**src/rtl/mist_frame_ctl_if.sv**
```systemverilog
// Signal bundle between the frame sequencer and its consumers (dump
// controller / bench). The sequencer owns the slave side: it samples vs and
// downloading and drives the frame counter, dump window and debug state.
// Handshake: none. vs and downloading are level inputs sampled on every
// rising clk edge; every output is registered and changes only on that edge.
interface mist_frame_ctl_if;
  logic        vs;
  logic        downloading;
  logic [31:0] frame_cnt;
  logic        dump_en;
  logic        dump_start;
  logic        dump_stop;
  logic        finish_req;
  logic [1:0]  state;

  modport master (
    output vs,
    output downloading,
    input  frame_cnt,
    input  dump_en,
    input  dump_start,
    input  dump_stop,
    input  finish_req,
    input  state
  );

  modport slave (
    input  vs,
    input  downloading,
    output frame_cnt,
    output dump_en,
    output dump_start,
    output dump_stop,
    output finish_req,
    output state
  );
endinterface

```
**src/rtl/mist_frame_ctl.sv**
```systemverilog
// Frame sequencer: counts vsync falling edges, tracks the ROM download phase
// and opens/closes a dump window, with a one-shot finish request at MAXFRAME.
// State encoding is visible on bus.state (0=LOAD 1=COUNT 2=DUMP 3=DONE).
module mist_frame_ctl #(
  parameter logic [31:0] DUMP_START = 32'd0,
  parameter logic [31:0] DUMP_LEN   = 32'd0,
  parameter logic [31:0] MAXFRAME   = 32'd0,
  parameter logic        WAIT_DL    = 1'b0
) (
  input logic              clk,
  input logic              rst,
  mist_frame_ctl_if.slave  bus
);

  typedef enum logic [1:0] {
    ST_LOAD  = 2'd0,
    ST_COUNT = 2'd1,
    ST_DUMP  = 2'd2,
    ST_DONE  = 2'd3
  } state_t;

  localparam state_t ST_RESET = WAIT_DL ? ST_LOAD : ST_COUNT;

  state_t      r_state;
  logic        r_vs_l;
  logic [31:0] r_frame_cnt;
  logic [31:0] r_len_cnt;
  logic        r_dl_seen;
  logic        r_fin_done;
  logic        r_dump_en;
  logic        r_dump_start;
  logic        r_dump_stop;
  logic        r_finish_req;

  state_t      w_state_nxt;
  logic [31:0] w_cnt_nxt;
  logic [31:0] w_len_nxt;
  logic        w_dl_seen_nxt;
  logic        w_fin_done_nxt;
  logic        w_fin_nxt;
  logic        w_en_nxt;
  logic        w_vs_fall;
  logic [31:0] w_cnt_inc;
  logic [31:0] w_len_inc;

  assign w_vs_fall = r_vs_l & ~bus.vs;
  assign w_cnt_inc = r_frame_cnt + 32'd1;
  assign w_len_inc = r_len_cnt + 32'd1;
  assign w_en_nxt  = (w_state_nxt == ST_DUMP);

  // Next-state, frame/window counters and finish request; download overrides all.
  always_comb begin
    w_state_nxt    = r_state;
    w_cnt_nxt      = r_frame_cnt;
    w_len_nxt      = r_len_cnt;
    w_dl_seen_nxt  = r_dl_seen;
    w_fin_done_nxt = r_fin_done;
    w_fin_nxt      = 1'b0;
    if (bus.downloading) begin
      // The download cycle itself counts as "seen", so LOAD exits on the
      // first idle cycle that follows.
      w_state_nxt    = ST_LOAD;
      w_cnt_nxt      = 32'd0;
      w_dl_seen_nxt  = 1'b1;
      w_fin_done_nxt = 1'b0;
    end else begin
      case (r_state)
        ST_LOAD: begin
          if (r_dl_seen) begin
            w_state_nxt   = ST_COUNT;
            w_dl_seen_nxt = 1'b0;
          end
        end
        default: begin
          if (w_vs_fall) begin
            w_cnt_nxt = w_cnt_inc;
            if ((MAXFRAME != 32'd0) && (w_cnt_inc == MAXFRAME) && !r_fin_done) begin
              w_fin_nxt      = 1'b1;
              w_fin_done_nxt = 1'b1;
            end
          end
          case (r_state)
            ST_COUNT: begin
              if ((DUMP_START == 32'd0) || (w_vs_fall && (w_cnt_inc == DUMP_START))) begin
                w_state_nxt = ST_DUMP;
                w_len_nxt   = 32'd0;
              end
            end
            ST_DUMP: begin
              if (w_vs_fall) begin
                if ((DUMP_LEN != 32'd0) && (w_len_inc == DUMP_LEN)) begin
                  w_state_nxt = ST_DONE;
                end else begin
                  w_len_nxt = w_len_inc;
                end
              end
            end
            default: begin
            end
          endcase
        end
      endcase
    end
  end

  // State and output registers; pulses are derived from the window edge.
  always_ff @(posedge clk) begin
    if (rst) begin
      r_state      <= ST_RESET;
      r_vs_l       <= 1'b1;
      r_frame_cnt  <= 32'd0;
      r_len_cnt    <= 32'd0;
      r_dl_seen    <= 1'b0;
      r_fin_done   <= 1'b0;
      r_dump_en    <= 1'b0;
      r_dump_start <= 1'b0;
      r_dump_stop  <= 1'b0;
      r_finish_req <= 1'b0;
    end else begin
      r_state      <= w_state_nxt;
      r_vs_l       <= bus.vs;
      r_frame_cnt  <= w_cnt_nxt;
      r_len_cnt    <= w_len_nxt;
      r_dl_seen    <= w_dl_seen_nxt;
      r_fin_done   <= w_fin_done_nxt;
      r_dump_en    <= w_en_nxt;
      r_dump_start <= w_en_nxt & ~r_dump_en;
      r_dump_stop  <= ~w_en_nxt & r_dump_en;
      r_finish_req <= w_fin_nxt;
    end
  end

  assign bus.frame_cnt  = r_frame_cnt;
  assign bus.dump_en    = r_dump_en;
  assign bus.dump_start = r_dump_start;
  assign bus.dump_stop  = r_dump_stop;
  assign bus.finish_req = r_finish_req;
  assign bus.state      = r_state;

endmodule

```
**src/flat_wrapper.sv**
```systemverilog
// flat-port wrapper written by rule: the top's interface ports become plain ports
module mist_frame_ctl_flat 
#(
  parameter logic [31:0] DUMP_START = 32'd0,
  parameter logic [31:0] DUMP_LEN   = 32'd0,
  parameter logic [31:0] MAXFRAME   = 32'd0,
  parameter logic        WAIT_DL    = 1'b0
)
  (clk, rst, bus_vs, bus_downloading, bus_frame_cnt, bus_dump_en, bus_dump_start, bus_dump_stop, bus_finish_req, bus_state);
  mist_frame_ctl_if bus_i ();
  input logic clk;
  input logic rst;
  input wire logic [$bits(bus_i.vs)-1:0] bus_vs;
  input wire logic [$bits(bus_i.downloading)-1:0] bus_downloading;
  output wire logic [$bits(bus_i.frame_cnt)-1:0] bus_frame_cnt;
  output wire logic [$bits(bus_i.dump_en)-1:0] bus_dump_en;
  output wire logic [$bits(bus_i.dump_start)-1:0] bus_dump_start;
  output wire logic [$bits(bus_i.dump_stop)-1:0] bus_dump_stop;
  output wire logic [$bits(bus_i.finish_req)-1:0] bus_finish_req;
  output wire logic [$bits(bus_i.state)-1:0] bus_state;
  assign bus_i.vs = bus_vs;
  assign bus_i.downloading = bus_downloading;
  assign bus_frame_cnt = bus_i.frame_cnt;
  assign bus_dump_en = bus_i.dump_en;
  assign bus_dump_start = bus_i.dump_start;
  assign bus_dump_stop = bus_i.dump_stop;
  assign bus_finish_req = bus_i.finish_req;
  assign bus_state = bus_i.state;
  mist_frame_ctl #(.DUMP_START(DUMP_START), .DUMP_LEN(DUMP_LEN), .MAXFRAME(MAXFRAME), .WAIT_DL(WAIT_DL)) u_core (.clk(clk), .rst(rst), .bus(bus_i));
endmodule
```
**config.mk**
```make
export PLATFORM = sky130hd
export DESIGN_NAME = mist_frame_ctl_flat
export DESIGN_NICKNAME = d
export VERILOG_FILES = /design/src/rtl/mist_frame_ctl_if.sv /design/src/rtl/mist_frame_ctl.sv /design/src/flat_wrapper.sv
export SDC_FILE = /design/constraint.sdc
export NUM_CORES = 1
export LEC_CHECK = 0
export ABC_AREA = 1
export BUFFER_PORTS_ARGS = -buffer_cell sky130_fd_sc_hd__buf_2
export CORE_MARGIN = 1.5
export CORE_UTILIZATION = 35
export CTS_CLUSTER_DIAMETER = 120
export DETAILED_ROUTE_END_ITERATION = 7
export GPL_TIMING_DRIVEN = 0
export PLACE_DENSITY = 0.57
export SYNTH_ARGS = -nofsm -noshare
export SYNTH_HDL_FRONTEND = slang
export SYNTH_SLANG_ARGS = --single-unit
```
**constraint.sdc**
```tcl
create_clock -name clk -period 1.7 [get_ports clk]
set_clock_uncertainty 0.15 [all_clocks]
set_input_delay 0.34 -clock clk [delete_from_list [all_inputs] [get_ports clk]]
set_output_delay 0.34 -clock clk [all_outputs]
set_load 0.1 [all_outputs]
```
Word-level counts from Yosys, hierarchy flattened
Cells that the tools add are included.
{ "word_totals": {"ff_bits": 39, "latchBits": 0, "mem_bits_rw": 0, "romBits": 0, "out_inout_bits": 38, "wordCells": 27, "n_memories": 0} }
{ "classes": {"addsub": 1, "multipliers": 0, "n_div": 0, "order_cmp": 0, "n_eq_ne": 2, "shifts": 0, "mux": 6, "bitwise_logic": 7, "n_reduce_logical": 4} }
{ "ops": {"columns": ["operator", "count"], "rows": [
  ["32-bit by 1-bit adder with 32-bit output (second input constant)", 1],
  ["2-bit 2-to-1 mux", 4],
  ["1-bit inverter", 4],
  ["1-bit AND", 3],
  ["2-bit by 1-bit equality test with 1-bit output (second input constant)", 1],
  ["2-bit equality test (second input constant)", 1],
  ["2-bit logical NOT", 1],
  ["1-bit 2-to-1 mux", 2],
  ["2-bit AND reduction", 1],
  ["2-bit nonzero test", 1],
  ["2-bit OR reduction", 1]
]} }

Depth between registers and ports, before layout
{ "depth": {"word_depth": 7, "mapped_depth": 10} }

Worst setup path after synthesis
Ideal clock, no wire load.
{ "synth_path": {"path_type": "reg-to-reg", "start": "register u_core.r_frame_cnt[1], in the netlist u_core.bus.frame_cnt[1]", "end": "register u_core.r_frame_cnt[26], in the netlist u_core.bus.frame_cnt[26]", "setup_ps": 119, "arrival_time_ps": 2082, "setup_slack_ps": -651, "stages_incl_launch_ff": 9, "synth_period_minus_slack_ps": 2351, "cell_sequence": "dfxtp_1 -> ha_1 -> nand3_1 -> nor2_1 -> nand2_2 -> nor3_1 -> nand3_1 -> nand2_1 -> nor2_1"} }
{ "synth_via": {"elab_chain_cells": 1} }
{ "synth_lines": {"columns": ["item", "line", "text"], "rows": [
  ["start, declared", "mist_frame_ctl.sv:26", "logic [31:0] r_frame_cnt;"],
  ["start signal, assigned", "mist_frame_ctl.sv:122", "r_frame_cnt <= w_cnt_nxt;"],
  ["32-bit by 1-bit adder with 32-bit output", "mist_frame_ctl.sv:47", "assign w_cnt_inc = r_frame_cnt + 32'd1;"]
]} }
No other way between the ends.
A chain may end at the register's enable or synchronous reset.

Worst setup path after layout
{ "layout_path": {"start": "register u_core.r_frame_cnt[13], in the netlist u_core.bus.frame_cnt[13]", "end": "output port bus_frame_cnt[13]"} }
{ "layout_rtl": {"columns": ["item", "line", "text"], "rows": [
  ["end, declared", "flat_wrapper.sv:15", "output wire logic [$bits(bus_i.frame_cnt)-1:0] bus_frame_cnt;"]
]} }
No word-level cell between the ends.

==> run summary <==
Status = complete, no violations
EDFF count, synth = 0
Mapped Cells = 312
Area of combinational cells with multiple inputs = 1086 µm²
CTS root buffer = sky130_fd_sc_hd__clkbuf_8
Pre-antenna DRT Iters = 4
Standard-cell rows = 27
Number of diodes added for antenna fixing = 0
Deepest clock path buffer count = 2
Worst Path Required = 1.21 ns
Worst setup SP type = flop
Final setup fails = 0
Initial antenna violation count = 0
Worst slack on hold paths = 0.09849 ns
Largest stage delay on the critical path = 0.45 ns
Min Tclk post-route = 1.620 ns
CTS hold repair buffers = 0
RR Startpoint = u_core.bus.frame_cnt[0]$_SDFFE_PP0P_
Worst Path Arrival = 1.13 ns
Quantity of I/O buffers inserted on ports = 40
Setup repair after global routing missed its margin = no
Reg-to-reg endpoint = u_core.bus.frame_cnt[14]$_SDFFE_PP0P_
Total of max-cap violations = 0
Synthesis Warnings = 0
Count of buffering cells on the critical path with inverters included = 1
Mapped Avg Cell Area = 6.501 µm²
Initial DRC count = 110
Routed length per instance = 11.30 µm
Most frequently used cell type in the post-synthesis netlist = sky130_fd_sc_hd__nand2_1
Clock tree sinks = 39
Placeable core region = 5540 µm²
Number of nets with antenna violations after detailed routing = 0
Combined global-route utilization of all metal layers = 17.02%
Largest net degree at the start of global routing = 13
Register-to-Register Path Depth = 10
First-pass GRT wire length = 8307 µm
Fraction of the yosys area taken by sequential cells = 38.49%
Share of the cycle needed by the critical path after routing = 95.28%
Critical Path Sink = bus_frame_cnt[13]
Area growth syn-to-layout = 24.68%
Count of state elements after synthesis = 39
Critical path fanouts, max = 6
Non-Filler Cell Area, Final = 2529 µm²
Worst-path clk slew = 0.08 ns
Hold Path Depth = 2
Worst path slowest cell = sky130_fd_sc_hd__buf_2
Power per cell area = 680.2 nW/µm²
Critical path startpoint = u_core.bus.frame_cnt[13]$_SDFFE_PP0P_
Horiz. Die Dim = 79.13 µm
Total wire length after detailed routing = 4892 µm
WS Path Type = reg2out
Pins Over Slew Limit = 0
Cell chain of the critical path = buf_2
Vias in the first global route = 1,783
Layout cells sized above 1 = 29.64%
Endpoints failing hold = 0
Grt ovf = 0
Clock tree from TritonCTS = done
Number of primary I/O pins = 42
Cell area after placement = 2412 µm²
Number of buffers added by the clock tree synthesis step = 5
Post-Place Cells = 424
Post-synth top flop = sky130_fd_sc_hd__dfxtp_1
Logic depth of the worst path, buffers included = 1
Total number of H-tree levels = 2
DRC viols = 0
Post-synthesis async set-or-reset flop share = 0%
Top area cells in the synthesized netlist = sky130_fd_sc_hd__dfxtp_1, sky130_fd_sc_hd__nand2_1, sky130_fd_sc_hd__nor2_1, sky130_fd_sc_hd__inv_1, sky130_fd_sc_hd__nand3_1
Overall via count from detail_route = 1,966
Most frequent cells after synthesis = sky130_fd_sc_hd__nand2_1, sky130_fd_sc_hd__nor2_1, sky130_fd_sc_hd__inv_1
Static Leak = 1.130 nW
Source-to-sink clock delay at the later pin of the worst-skew pair = 0.30 ns
Vias per cell = 4.540
Netlist cell types = 29
Sum of net half-perimeters after detailed placement = 3783 µm
Die outline area = 6261 µm²
Final net count = 365
Total Neg Setup Slack = 0 ns
Area of the mapped netlist = 2028 µm²
Sequential cell area in the final layout = 859.6 µm²
Worst VDD drop = 0.4276 mV
Nets in the synthesized netlist = 317
Initial core utilization = 36.61%
Register-to-register setup slack = 0.13 ns
Peak clock frequency supported by timing = 617.3 MHz
Final GP Congestion = 0.8217
Fill count = 620
Post-synth top area share = 38.49%
Library cell occupying the most area in the post-synthesis netlist = sky130_fd_sc_hd__dfxtp_1
Critical path's top delay family = buffers and inverters
Vertical die dimension = 79.13 µm
Final Non-Filler Cells = 433
Endpoint type of the worst setup path = output pin
Worst hold path type = in2reg
-- state kept, by name, summed over array words and instances (netlist names) --
| name | count |
|---|---|
| u_core.bus.dump_start | 1 |
| u_core.bus.state | 2 |
| u_core.r_vs_l | 1 |
| u_core.bus.frame_cnt | 32 |
| u_core.bus.dump_stop | 1 |
| u_core.r_dl_seen | 1 |
| u_core.bus.dump_en | 1 |
-- metal layers --
| layer | part of all wire (%) | GRT usage (%) | up-vias |
|---|---|---|---|
| li1 | - | - | 1074 |
| met1 | 49 | 22.57 | 847 |
| met2 | 45 | 27.52 | 37 |
| met3 | 4.4 | 2.644 | 8 |
| met4 | 1.7 | 6.842 | 0 |
| met5 | 0 | 0 | - |
-- cells by family after synthesis --
group | Yosys count | share of synthesized area [%]
buffers and inverters | 50 | 9.562
and+or+nand+nor | 189 | 42.38
AOI/OAI and AO/OA | 30 | 7.896
xor gates and xnor gates | 2 | 0.8638
adders and majority gates | 1 | 0.6168
DFF | 39 | 38.49
other | 1 | 0.1849
-- what timing repair did --
item,4_1_cts,5_1_grt
resized for setup,0,4
setup endpoints to repair,0,5
buffers inserted,0,1
-- per-stage QoR --
stage	power (mW)	setup WS, ns	utilization, %
after floorplan	1.058	-0.01133	-
after global placement	1.087	-0.01806	43.54
after detailed placement	1.089	-0.04549	43.54
after CTS	1.744	0.05276	45.19
after global routing	1.793	0.01089	45.64
final	1.720	0.08016	45.64
-- power breakdown --
part / total, mW / internal (mW) / switching (mW) / leakage [nW]
Clock: 0.654 / 0.327 / 0.326 / 0.0482
Combinational: 0.154 / 0.0294 / 0.125 / 0.745
Sequential: 0.912 / 0.904 / 0.00846 / 0.337
Total: 1.72 / 1.26 / 0.460 / 1.13
-- worst min path at each step --
stage / start / end / slack (ns)
after floorplan: rst / u_core.r_dl_seen$_SDFFE_PP0P_ / 0.26
after global placement: u_core.bus.dump_en$_SDFF_PP0_ / u_core.bus.dump_start$_SDFF_PP0_ / 0.29
after detailed placement: u_core.bus.dump_en$_SDFF_PP0_ / u_core.bus.dump_start$_SDFF_PP0_ / 0.29
after CTS: rst / u_core.r_dl_seen$_SDFFE_PP0P_ / 0.09
after global routing: rst / u_core.r_dl_seen$_SDFFE_PP0P_ / 0.11
final: rst / u_core.r_dl_seen$_SDFFE_PP0P_ / 0.1
-- layout make-up --
class / instances / area share, %
tap: 72 / 3.563
multi-input combinational: 223 / 42.95
sequential: 39 / 33.99
buffer: 3 / 0.6927
clock buffer: 7 / 3.414
clock inverter: 1 / 0.1979
inverter: 47 / 6.977
timing repair buffer: 41 / 8.214
-- placed cells by master, fill, tap and decap left out --
| cell type | n |
|---|---|
| sky130_fd_sc_hd__nand2_1 | 73 |
| sky130_fd_sc_hd__nor2_1 | 56 |
| sky130_fd_sc_hd__inv_1 | 45 |
| sky130_fd_sc_hd__buf_2 | 42 |
| sky130_fd_sc_hd__nand3_1 | 29 |
| sky130_fd_sc_hd__dfxtp_2 | 18 |
| sky130_fd_sc_hd__a21oi_1 | 16 |
| sky130_fd_sc_hd__dfxtp_4 | 15 |
| sky130_fd_sc_hd__o21ai_0 | 9 |
| sky130_fd_sc_hd__nor2_2 | 8 |
| sky130_fd_sc_hd__clkbuf_8 | 6 |
| sky130_fd_sc_hd__dfxtp_1 | 6 |
| sky130_fd_sc_hd__nor3_1 | 5 |
| sky130_fd_sc_hd__nand4_1 | 4 |
| sky130_fd_sc_hd__nand3_2 | 3 |
| sky130_fd_sc_hd__nand2_2 | 2 |
| sky130_fd_sc_hd__nor2_8 | 2 |
| sky130_fd_sc_hd__nor2_4 | 2 |
| sky130_fd_sc_hd__nand2_4 | 2 |
| sky130_fd_sc_hd__o21bai_1 | 2 |
| sky130_fd_sc_hd__a31oi_1 | 2 |
| sky130_fd_sc_hd__buf_4 | 2 |
| sky130_fd_sc_hd__nor3_2 | 1 |
| sky130_fd_sc_hd__clkinv_1 | 1 |
| sky130_fd_sc_hd__or2_2 | 1 |
| sky130_fd_sc_hd__a21boi_0 | 1 |
| sky130_fd_sc_hd__and2_1 | 1 |
| sky130_fd_sc_hd__inv_2 | 1 |
| sky130_fd_sc_hd__xnor2_1 | 1 |
| sky130_fd_sc_hd__xor2_1 | 1 |
| sky130_fd_sc_hd__ha_4 | 1 |
| sky130_fd_sc_hd__conb_1 | 1 |
| sky130_fd_sc_hd__clkbuf_1 | 1 |
| sky130_fd_sc_hd__clkinv_2 | 1 |
No activity file was read; power rests on OpenSTA's default activity.
